`config.mk`:
```
export PLATFORM = sky130hd
export DESIGN_NAME = multicycle_ctrl
export DESIGN_NICKNAME = d
export VERILOG_FILES = /design/src/rtl/multicycle_ctrl_pkg.sv /design/src/rtl/multicycle_ctrl_opcode_decode.sv /design/src/rtl/multicycle_ctrl.sv
export SDC_FILE = /design/constraint.sdc
export NUM_CORES = 1
export LEC_CHECK = 0
export BUFFER_PORTS_ARGS = -buffer_cell sky130_fd_sc_hd__buf_4
export CORE_UTILIZATION = 37
export DETAILED_ROUTE_END_ITERATION = 12
export GPL_ROUTABILITY_DRIVEN = 0
export PLACE_DENSITY = 0.84
export SETUP_SLACK_MARGIN = 0.2
export SYNTH_ARGS = -nofsm -noshare
export SYNTH_HDL_FRONTEND = slang
export SYNTH_SLANG_ARGS = --single-unit
```
`constraint.sdc`:
```
create_clock -name clk -period 2.38 [get_ports clk]
set_clock_uncertainty 0.1 [all_clocks]
set_input_delay 0.476 -clock clk [delete_from_list [all_inputs] [get_ports clk]]
set_output_delay 0.476 -clock clk [all_outputs]
set_load 0.01 [all_outputs]
```
`src/rtl/multicycle_ctrl_pkg.sv`:
```
`default_nettype none
// ============================================================================
//  Module      : multicycle_ctrl_pkg
//  Description : Shared encodings for the multicycle control unit: FSM
//                state codes, opcode constants, instruction classes,
//                immediate formats and datapath mux select codes.
//  Revision    : 1.0  initial release
// ============================================================================
package multicycle_ctrl_pkg;

  // FSM state codes; the numeric values are visible on the debug port
  typedef enum logic [2:0] {
    ST_FETCH  = 3'd0,
    ST_DECODE = 3'd1,
    ST_EXEC   = 3'd2,
    ST_MEM    = 3'd3,
    ST_WB     = 3'd4,
    ST_TRAP   = 3'd5
  } state_t;

  // Instruction classes produced by the opcode decoder
  typedef enum logic [3:0] {
    CLS_OP      = 4'd0,
    CLS_OPIMM   = 4'd1,
    CLS_LUI     = 4'd2,
    CLS_AUIPC   = 4'd3,
    CLS_JAL     = 4'd4,
    CLS_JALR    = 4'd5,
    CLS_BRANCH  = 4'd6,
    CLS_LOAD    = 4'd7,
    CLS_STORE   = 4'd8,
    CLS_ILLEGAL = 4'd9
  } op_class_t;

  // Major opcodes (inst[6:0])
  localparam logic [6:0] c_OPC_LUI    = 7'b0110111;
  localparam logic [6:0] c_OPC_AUIPC  = 7'b0010111;
  localparam logic [6:0] c_OPC_JAL    = 7'b1101111;
  localparam logic [6:0] c_OPC_JALR   = 7'b1100111;
  localparam logic [6:0] c_OPC_BRANCH = 7'b1100011;
  localparam logic [6:0] c_OPC_LOAD   = 7'b0000011;
  localparam logic [6:0] c_OPC_STORE  = 7'b0100011;
  localparam logic [6:0] c_OPC_OPIMM  = 7'b0010011;
  localparam logic [6:0] c_OPC_OP     = 7'b0110011;

  // Immediate formats; must agree with the immediate generator
  localparam logic [2:0] c_IMM_NONE = 3'd0;
  localparam logic [2:0] c_IMM_I    = 3'd1;
  localparam logic [2:0] c_IMM_S    = 3'd2;
  localparam logic [2:0] c_IMM_B    = 3'd3;
  localparam logic [2:0] c_IMM_U    = 3'd4;
  localparam logic [2:0] c_IMM_J    = 3'd5;

  // PC source select
  localparam logic [1:0] c_PC_PLUS4  = 2'd0;
  localparam logic [1:0] c_PC_BRANCH = 2'd1;
  localparam logic [1:0] c_PC_ALU    = 2'd2;

  // Register-file write-back select
  localparam logic [1:0] c_WB_ALU = 2'd0;
  localparam logic [1:0] c_WB_MEM = 2'd1;
  localparam logic [1:0] c_WB_PC4 = 2'd2;

  // ALU operand selects
  localparam logic [1:0] c_ALUA_RS1  = 2'd0;
  localparam logic [1:0] c_ALUA_PC   = 2'd1;
  localparam logic [1:0] c_ALUA_ZERO = 2'd2;
  localparam logic       c_ALUB_RS2  = 1'b0;
  localparam logic       c_ALUB_IMM  = 1'b1;

  // True for classes that take the MEM state
  function automatic logic is_mem_class(input op_class_t cls);
    return (cls == CLS_LOAD) || (cls == CLS_STORE);
  endfunction

endpackage
`default_nettype wire

```
`src/rtl/multicycle_ctrl_opcode_decode.sv`:
```
`default_nettype none
// ============================================================================
//  Module      : ctrl_opcode_decode
//  Description : Combinational opcode decoder: maps inst[6:0] to an
//                instruction class, its immediate format and an illegal flag.
//  Revision    : 1.0  initial release
// ============================================================================
module ctrl_opcode_decode
  import multicycle_ctrl_pkg::*;
(
  input  logic [6:0] i_opcode,
  output logic [3:0] o_class,
  output logic [2:0] o_imm_type,
  output logic       o_illegal
);

  op_class_t w_class;

  // Opcode lookup; anything unlisted is flagged illegal
  always_comb begin
    w_class    = CLS_ILLEGAL;
    o_imm_type = c_IMM_NONE;
    case (i_opcode)
      c_OPC_LUI:    begin w_class = CLS_LUI;    o_imm_type = c_IMM_U;    end
      c_OPC_AUIPC:  begin w_class = CLS_AUIPC;  o_imm_type = c_IMM_U;    end
      c_OPC_JAL:    begin w_class = CLS_JAL;    o_imm_type = c_IMM_J;    end
      c_OPC_JALR:   begin w_class = CLS_JALR;   o_imm_type = c_IMM_I;    end
      c_OPC_BRANCH: begin w_class = CLS_BRANCH; o_imm_type = c_IMM_B;    end
      c_OPC_LOAD:   begin w_class = CLS_LOAD;   o_imm_type = c_IMM_I;    end
      c_OPC_STORE:  begin w_class = CLS_STORE;  o_imm_type = c_IMM_S;    end
      c_OPC_OPIMM:  begin w_class = CLS_OPIMM;  o_imm_type = c_IMM_I;    end
      c_OPC_OP:     begin w_class = CLS_OP;     o_imm_type = c_IMM_NONE; end
      default:      begin w_class = CLS_ILLEGAL; o_imm_type = c_IMM_NONE; end
    endcase
  end

  assign o_class   = w_class;
  assign o_illegal = (w_class == CLS_ILLEGAL);

endmodule
`default_nettype wire

```
`src/rtl/multicycle_ctrl.sv`:
```
`default_nettype none
// ============================================================================
//  Module      : multicycle_ctrl
//  Description : Multicycle RV32I control FSM (FETCH/DECODE/EXEC/MEM/WB/TRAP).
//                State is registered; datapath controls are decoded from the
//                state, the opcode class and the memory/branch handshakes.
//  Revision    : 1.0  initial release
// ============================================================================
module multicycle_ctrl
  import multicycle_ctrl_pkg::*;
(
  input  logic        clk,
  input  logic        rst,
  input  logic [31:0] inst,
  input  logic        mem_ready,
  input  logic        branch_taken,
  output logic        mem_req,
  output logic        mem_we,
  output logic        mem_fetch,
  output logic        ir_we,
  output logic        pc_we,
  output logic [1:0]  pc_src,
  output logic [2:0]  imm_type,
  output logic [1:0]  alu_src_a,
  output logic        alu_src_b,
  output logic        rf_we,
  output logic [1:0]  wb_sel,
  output logic [2:0]  state,
  output logic        illegal
);

  state_t     r_state;
  state_t     w_next_state;
  logic       r_illegal;

  logic [3:0] w_class_bits;
  op_class_t  w_class;
  logic [2:0] w_dec_imm_type;
  logic       w_dec_illegal;

  logic       w_mem_req;
  logic       w_mem_we;
  logic       w_mem_fetch;
  logic       w_ir_we;
  logic       w_pc_we;
  logic       w_rf_we;

  ctrl_opcode_decode u_decode (
    .i_opcode   (inst[6:0]),
    .o_class    (w_class_bits),
    .o_imm_type (w_dec_imm_type),
    .o_illegal  (w_dec_illegal)
  );

  assign w_class = op_class_t'(w_class_bits);

  // State register and sticky illegal flag, both cleared by reset
  always_ff @(posedge clk) begin
    if (rst) begin
      r_state   <= ST_FETCH;
      r_illegal <= 1'b0;
    end else begin
      r_state <= w_next_state;
      if (r_state == ST_DECODE && w_dec_illegal) begin
        r_illegal <= 1'b1;
      end
    end
  end

  // Next-state and control decode, defaults first
  always_comb begin
    w_next_state = r_state;
    w_mem_req    = 1'b0;
    w_mem_we     = 1'b0;
    w_mem_fetch  = 1'b0;
    w_ir_we      = 1'b0;
    w_pc_we      = 1'b0;
    w_rf_we      = 1'b0;
    pc_src       = c_PC_PLUS4;
    imm_type     = c_IMM_NONE;
    alu_src_a    = c_ALUA_RS1;
    alu_src_b    = c_ALUB_RS2;
    wb_sel       = c_WB_ALU;

    // Immediate format is valid once the instruction is in the IR
    if (r_state == ST_DECODE || r_state == ST_EXEC ||
        r_state == ST_MEM    || r_state == ST_WB) begin
      imm_type = w_dec_imm_type;
    end

    // ALU operands are held through EXEC, MEM and WB so the result stays stable
    if (r_state == ST_EXEC || r_state == ST_MEM || r_state == ST_WB) begin
      case (w_class)
        CLS_OPIMM, CLS_LOAD, CLS_STORE, CLS_JALR: alu_src_b = c_ALUB_IMM;
        CLS_LUI: begin
          alu_src_a = c_ALUA_ZERO;
          alu_src_b = c_ALUB_IMM;
        end
        CLS_AUIPC: begin
          alu_src_a = c_ALUA_PC;
          alu_src_b = c_ALUB_IMM;
        end
        default: ;
      endcase
    end

    case (r_state)
      ST_FETCH: begin
        w_mem_req   = 1'b1;
        w_mem_fetch = 1'b1;
        if (mem_ready) begin
          w_ir_we      = 1'b1;
          w_pc_we      = 1'b1;
          w_next_state = ST_DECODE;
        end
      end
      ST_DECODE: begin
        w_next_state = w_dec_illegal ? ST_TRAP : ST_EXEC;
      end
      ST_EXEC: begin
        if (w_class == CLS_BRANCH) begin
          w_pc_we      = branch_taken;
          pc_src       = c_PC_BRANCH;
          w_next_state = ST_FETCH;
        end else if (is_mem_class(w_class)) begin
          w_next_state = ST_MEM;
        end else begin
          w_next_state = ST_WB;
        end
      end
      ST_MEM: begin
        w_mem_req = 1'b1;
        w_mem_we  = (w_class == CLS_STORE);
        if (mem_ready) begin
          w_next_state = (w_class == CLS_STORE) ? ST_FETCH : ST_WB;
        end
      end
      ST_WB: begin
        w_rf_we      = 1'b1;
        w_next_state = ST_FETCH;
        case (w_class)
          CLS_LOAD: wb_sel = c_WB_MEM;
          CLS_JAL: begin
            wb_sel  = c_WB_PC4;
            w_pc_we = 1'b1;
            pc_src  = c_PC_BRANCH;
          end
          CLS_JALR: begin
            wb_sel  = c_WB_PC4;
            w_pc_we = 1'b1;
            pc_src  = c_PC_ALU;
          end
          default: wb_sel = c_WB_ALU;
        endcase
      end
      ST_TRAP: begin
        w_next_state = ST_TRAP;
      end
      default: begin
        w_next_state = ST_FETCH;
      end
    endcase
  end

  // Strobes are forced low while reset is held so nothing escapes mid-reset
  assign mem_req   = w_mem_req   & ~rst;
  assign mem_we    = w_mem_we    & ~rst;
  assign mem_fetch = w_mem_fetch & ~rst;
  assign ir_we     = w_ir_we     & ~rst;
  assign pc_we     = w_pc_we     & ~rst;
  assign rf_we     = w_rf_we     & ~rst;
  assign state     = r_state;
  assign illegal   = r_illegal;

endmodule
`default_nettype wire
```
Yosys cells after proc, flatten, opt, wreduce, memory -nomap -nowiden
Index checks and enable logic that the tools add are counted.
{"block": "classes", "n_eq_ne": 25, "n_mux": 28, "bitwise_logic": 7, "reduce_logical": 14}
{"operator": "$pmux 4 s9", "count": 1}
{"operator": "$pmux 3 s5", "count": 2}
{"operator": "$eq 7x6->1 const B", "count": 3}
{"operator": "$eq 7x7->1 const B", "count": 3}
{"operator": "$mux 3", "count": 7}
{"operator": "$eq 4x3->1 const B", "count": 4}
{"operator": "$pmux 2 s2", "count": 4}
{"operator": "$eq 7x5->1 const B", "count": 2}
{"operator": "$mux 1", "count": 11}
{"operator": "$eq 4x2->1 const B", "count": 2}
{"operator": "$eq 4x4->1 const B", "count": 2}
{"operator": "$eq 7x2->1 const B", "count": 1}
{"operator": "$and 1x1->1", "count": 6}
{"operator": "$eq 3x2->1 const B", "count": 2}
{"operator": "$eq 3x3->1 const B", "count": 2}
{"operator": "$logic_or 1x1->1", "count": 6}
{"operator": "$reduce_or 2->1", "count": 3}
{"operator": "$reduce_or 6->1", "count": 1}
{"operator": "$eq 4x1->1 const B", "count": 1}
{"operator": "$mux 2", "count": 2}
{"operator": "$ne 2x2->1 const B", "count": 2}
{"operator": "$eq 3x1->1 const B", "count": 1}
{"operator": "$logic_not 3->1", "count": 1}
{"operator": "$pmux 1 s3", "count": 1}
{"operator": "other kinds (4)", "count": 4}
{"block": "totals", "ff_bits": 4, "input_bits": 36, "output_inout_bits": 20, "word_cells": 76}

Longest topological paths before layout
{"block": "depth", "depth_word": 7, "depth_mapped": 6, "ltp_nobuf": 4}

Cells and area by module
A second synthesis with hierarchy kept.
{"block": "unflattened", "cells_unflattened": 104, "hier_area_um2": 785.8}
{"module": "multicycle_ctrl", "instances": 1, "cells_each": 73, "area_each_um2": 596.8, "seq_area_each_um2": 80.1}
{"module": "ctrl_opcode_decode", "instances": 1, "cells_each": 31, "area_each_um2": 188.9, "seq_area_each_um2": 0.0}

Worst setup path before layout
Ideal clock, no wire load.
{"block": "synth_timing", "kind": "input port to output port", "from": "input inst[2]", "to": "output pc_we", "arrival_time_ps": 1665, "required_ps": 1804, "path_slack_ps": 139, "cell_stages": 5, "path_buffers": 1, "cell_sequence": "buf_2 -> nor2_2 -> nand4_4 -> or4_1 -> a31oi_1"}
{"block": "synth_via", "elab_chain_cells": 7, "elab_cells_between_ends": 18, "classes_between": "12 x eq/ne; 4 x mux; 1 x bitwise; 1 x reduce/logical"}
{"element": "start: declaration", "line_no": "multicycle_ctrl.sv:14", "source": "input logic [31:0] inst,"}
{"element": "$eq 7x6->1, or another cell as far along", "line_no": "multicycle_ctrl_opcode_decode.sv:23", "source": "case (i_opcode)"}
{"element": "$pmux 4 s9 *", "line_no": "multicycle_ctrl_opcode_decode.sv:23"}
{"element": "$eq 4x3->1", "line_no": "multicycle_ctrl.sv:141", "source": "case (w_class)"}
{"element": "$reduce_or 2->1 (no source line)"}
{"element": "$mux 1", "line_no": "multicycle_ctrl.sv:141"}
{"element": "$pmux 1 s3 *", "line_no": "multicycle_ctrl.sv:107", "source": "case (r_state)"}
{"element": "$and 1x1->1 *", "line_no": "multicycle_ctrl.sv:170", "source": "assign pc_we = w_pc_we & ~rst;"}
{"element": "end: declaration", "line_no": "multicycle_ctrl.sv:21", "source": "output logic pc_we,"}
Every way passes the cells marked *; elsewhere a longest branch is shown, timed or not.

Final worst setup path
{"block": "layout_timing", "from": "register r_state[1] (netlist: state[1])", "to": "output pc_src[1]"}
{"block": "layout_via", "elab_chain_cells": 2, "elab_cells_between_ends": 3, "classes_between": "2 x eq/ne; 1 x mux"}
{"element": "start: declaration", "line_no": "multicycle_ctrl.sv:32", "source": "state_t r_state;"}
{"element": "start signal: assignment", "line_no": "multicycle_ctrl.sv:63", "source": "r_state <= w_next_state;"}
{"element": "$eq 3x3->1 / $eq 3x2->1 (equally long branches)", "line_no": "multicycle_ctrl.sv:107"}
{"element": "$pmux 2 s2 *", "line_no": "multicycle_ctrl.sv:107"}
{"element": "end: declaration", "line_no": "multicycle_ctrl.sv:22", "source": "output logic [1:0] pc_src,"}
Marked as above.

==> impl_metrics.toml <==
[grt]
grt-ovfl-total = 0
track_usage_pct = 23.9
antenna_found_initial = 0
first_global_vias = 773
grt_pass1_wl_mm = 3.51
grt_max_degree = 16

[yosys]
synth_ff_type = "dfxtp_1"
synth_top_area_share_pct = 12.7
synth_cells = 89
synth_fp_nets = 125
syn_area_um2 = 628
synth_cell_type_count = 46
synth_warnings = 0
synthTopCellsByArea = "dfxtp_1 13%, nor2_1 6.0%, nand2b_1 4.0%"
yosysTopAreaCell = "dfxtp_1"
async_reset_ff_share_pct = 0
synth_edf_count = 0
synth_most_common_cell = "nor2_1"
avgSynthCellArea_um2 = 7.06
netlist_top_cells_count = "10 x nor2_1, 5 x inv_1, 5 x nand3_1"
seq_area_frac_synth_pct = 12.7
ys_seq_elements = 4

[route]
vias = 814
detail_route.first_pass.iterations = 4
drc_errors = 0
drt_wl_total_mm = 2.13
wl_per_cell_um = 15.2
first_iter_violations = 32
detail_route.vias_per_cell = 5.81
final_antenna_net_count = 0

[job]
max-cap-violations = 0

[power]
ir_worst_vdd_mv = 0.231
p_seq_share_pct = 23.7
p_comb_share_pct = 51.5
p_leak_nw = 0.424
clock_power_share_pct = 24.9
power_density_nw_per_um2 = 333
total_power_mw = 0.328
switchingPower_mw = 0.120
switching_share_pct = 36.5
p_int_mw = 0.208

[clocking]
cts_made_buffers = 3
root_buffer = "clkbuf_4"
cts_hold_buf = 0
cts.sinks = 4
insertion_delay_ns = 0.23
cts_tree = "built"
cts.clk_slew.worst_paths_ns = 0.04
clockBufferDepth = 2
cts_max_level = 1

[placed_design]
place_area_um2 = 892
portBuffers = 30
hpwl_mm = 1.54
dp_slack_ns = 0.108

[hold_path]
hold_path_end = "illegal"
whs_path_depth = 2
min-delay-start = "illegal"
hp-class = "flip-flop to flip-flop"

[floorplan]
top_level_ports = 56
initial_core_util_pct = 40.7
rows = 14
die_h_um = 43.2
dieArea_um2 = 1870
die_x_um = 43.2
core_area_um2 = 1540

[worst_setup_path]
critPathMaxFanout = 4
reg2reg_depth = 6
arrival_ns = 1.68
worstReg2RegStart = "state[2]"
setup.worst_path.end_class = "primary output"
cp-start-kind = "flip-flop"
r2r_setup_slack_ns = 0.72
r2r-end = "state[1]"
startpoint = "state[1]"
required_ns = 1.80
criticalPathCategory = "flip-flop to primary output"

[finish]
seqCellArea_um2 = 83.8
drive_above_1_share_pct = 47.6
finalInstanceArea_um2 = 985
area_growth_pct = 56.8
fill_cells = 127
final_nets = 162
multi_input_area_um2 = 543
final_core_util_pct = 63.9
antenna_cells = 0

[sta]
max_freq_mhz = 443
setup_slack_ns = 0.122
rsz0062_at_grt = "yes"
finalCriticalPeriod_ns = 2.26
setup_viol = 0
finalCritPeriodShare_pct = 94.9
tightest_slew_ns = 0.377
relSlewSlack_pct = 74.5
fin_tns_setup_ns = 0
hold_violations = 0
final-max-slew-violation-count = 0

[run_status]
status = "finished, final reports clean"
==> through the flow <==
step	hold slack (ns)	cells
5_1_grt	0.390	140
6_report	0.369	140
4_1_cts	0.369	139
2_1_floorplan	0.393	89
3_3_place_gp	0.365	134
3_5_place_dp	0.364	134
==> layer usage <==
layer / global-route usage (%) / vias up / part of all wire [%]
met5: 0 / - / 0
met4: 5.45 / 0 / 1.4
met3: 1.28 / 4 / 4.1
met2: 43.6 / 26 / 51
met1: 30.1 / 385 / 44
li1: - / 399 / -
==> flip-flops by register name, indices dropped and copies added, names as in the netlist <==
register  flops
illegal       1
state         3
==> power by group through the flow <==
| stage | combinational [mW] | clock, mW | sequential, mW |
|---|---|---|---|
| global route | 0.183 | 0.0917 | 0.0780 |
| finish | 0.169 | 0.0814 | 0.0775 |
| detailed placement | 0.155 | 0 | 0.0797 |
| global placement | 0.151 | 0 | 0.0795 |
| CTS | 0.160 | 0.0850 | 0.0775 |
| floorplan | 0.0859 | 0 | 0.0839 |
==> cells by family after synthesis <==
logic type             synth area share (%)
buffers and inverters                  8.96
XOR/XNOR                               2.79
flip-flops                             12.7
AND/OR/NAND/NOR                        49.6
AO/OA/AOI/OAI                          25.9
==> how the worst max path moves through the flow <==
stage                    to  slack, ns
2_1_floorplan         pc_we       0.22
3_3_place_gp          pc_we       0.13
3_5_place_dp          pc_we       0.11
4_1_cts           pc_src[1]       0.13
5_1_grt        alu_src_a[0]       0.09
6_report          pc_src[1]       0.12
==> cell type report <==
cell class	instances	share of cell area, %
Sequential cell	4	8.51
Multi-Input combinational cell	73	55.1
Tap cell	16	2.03
Timing Repair Buffer	39	30.1
Inverter	5	1.91
Clock buffer	3	2.29
==> timing repair <==
action	4_1_cts	5_1_grt
resized for setup	5	6
pin swaps	3	2
endpoints found under the setup margin	6	8
buffers inserted	2	1
==> critical path, cell delays in order, from the launching register on <==
cell and delay (ns):
dfxtp_4 0.34, or3b_4 0.41, or3_4 0.37, o21ba_4 0.23
buf_4 0.11
==> placed cells by master, fill, tap and decap left out, types with 2 or more instances in the layout <==
master	instances
buf_4	38
nor2_1	10
nand3_1	5
inv_1	5
nand2_1	4
nor3_1	4
nand2b_1	3
nand3b_1	3
a21oi_1	3
clkbuf_4	3
dfxtp_1	3
xor2_1	2
a21oi_2	2
nor4_1	2
o32ai_1	2
or4_4	2
o21ai_0	2
Note: power is estimated with default switching activity, not from simulation.
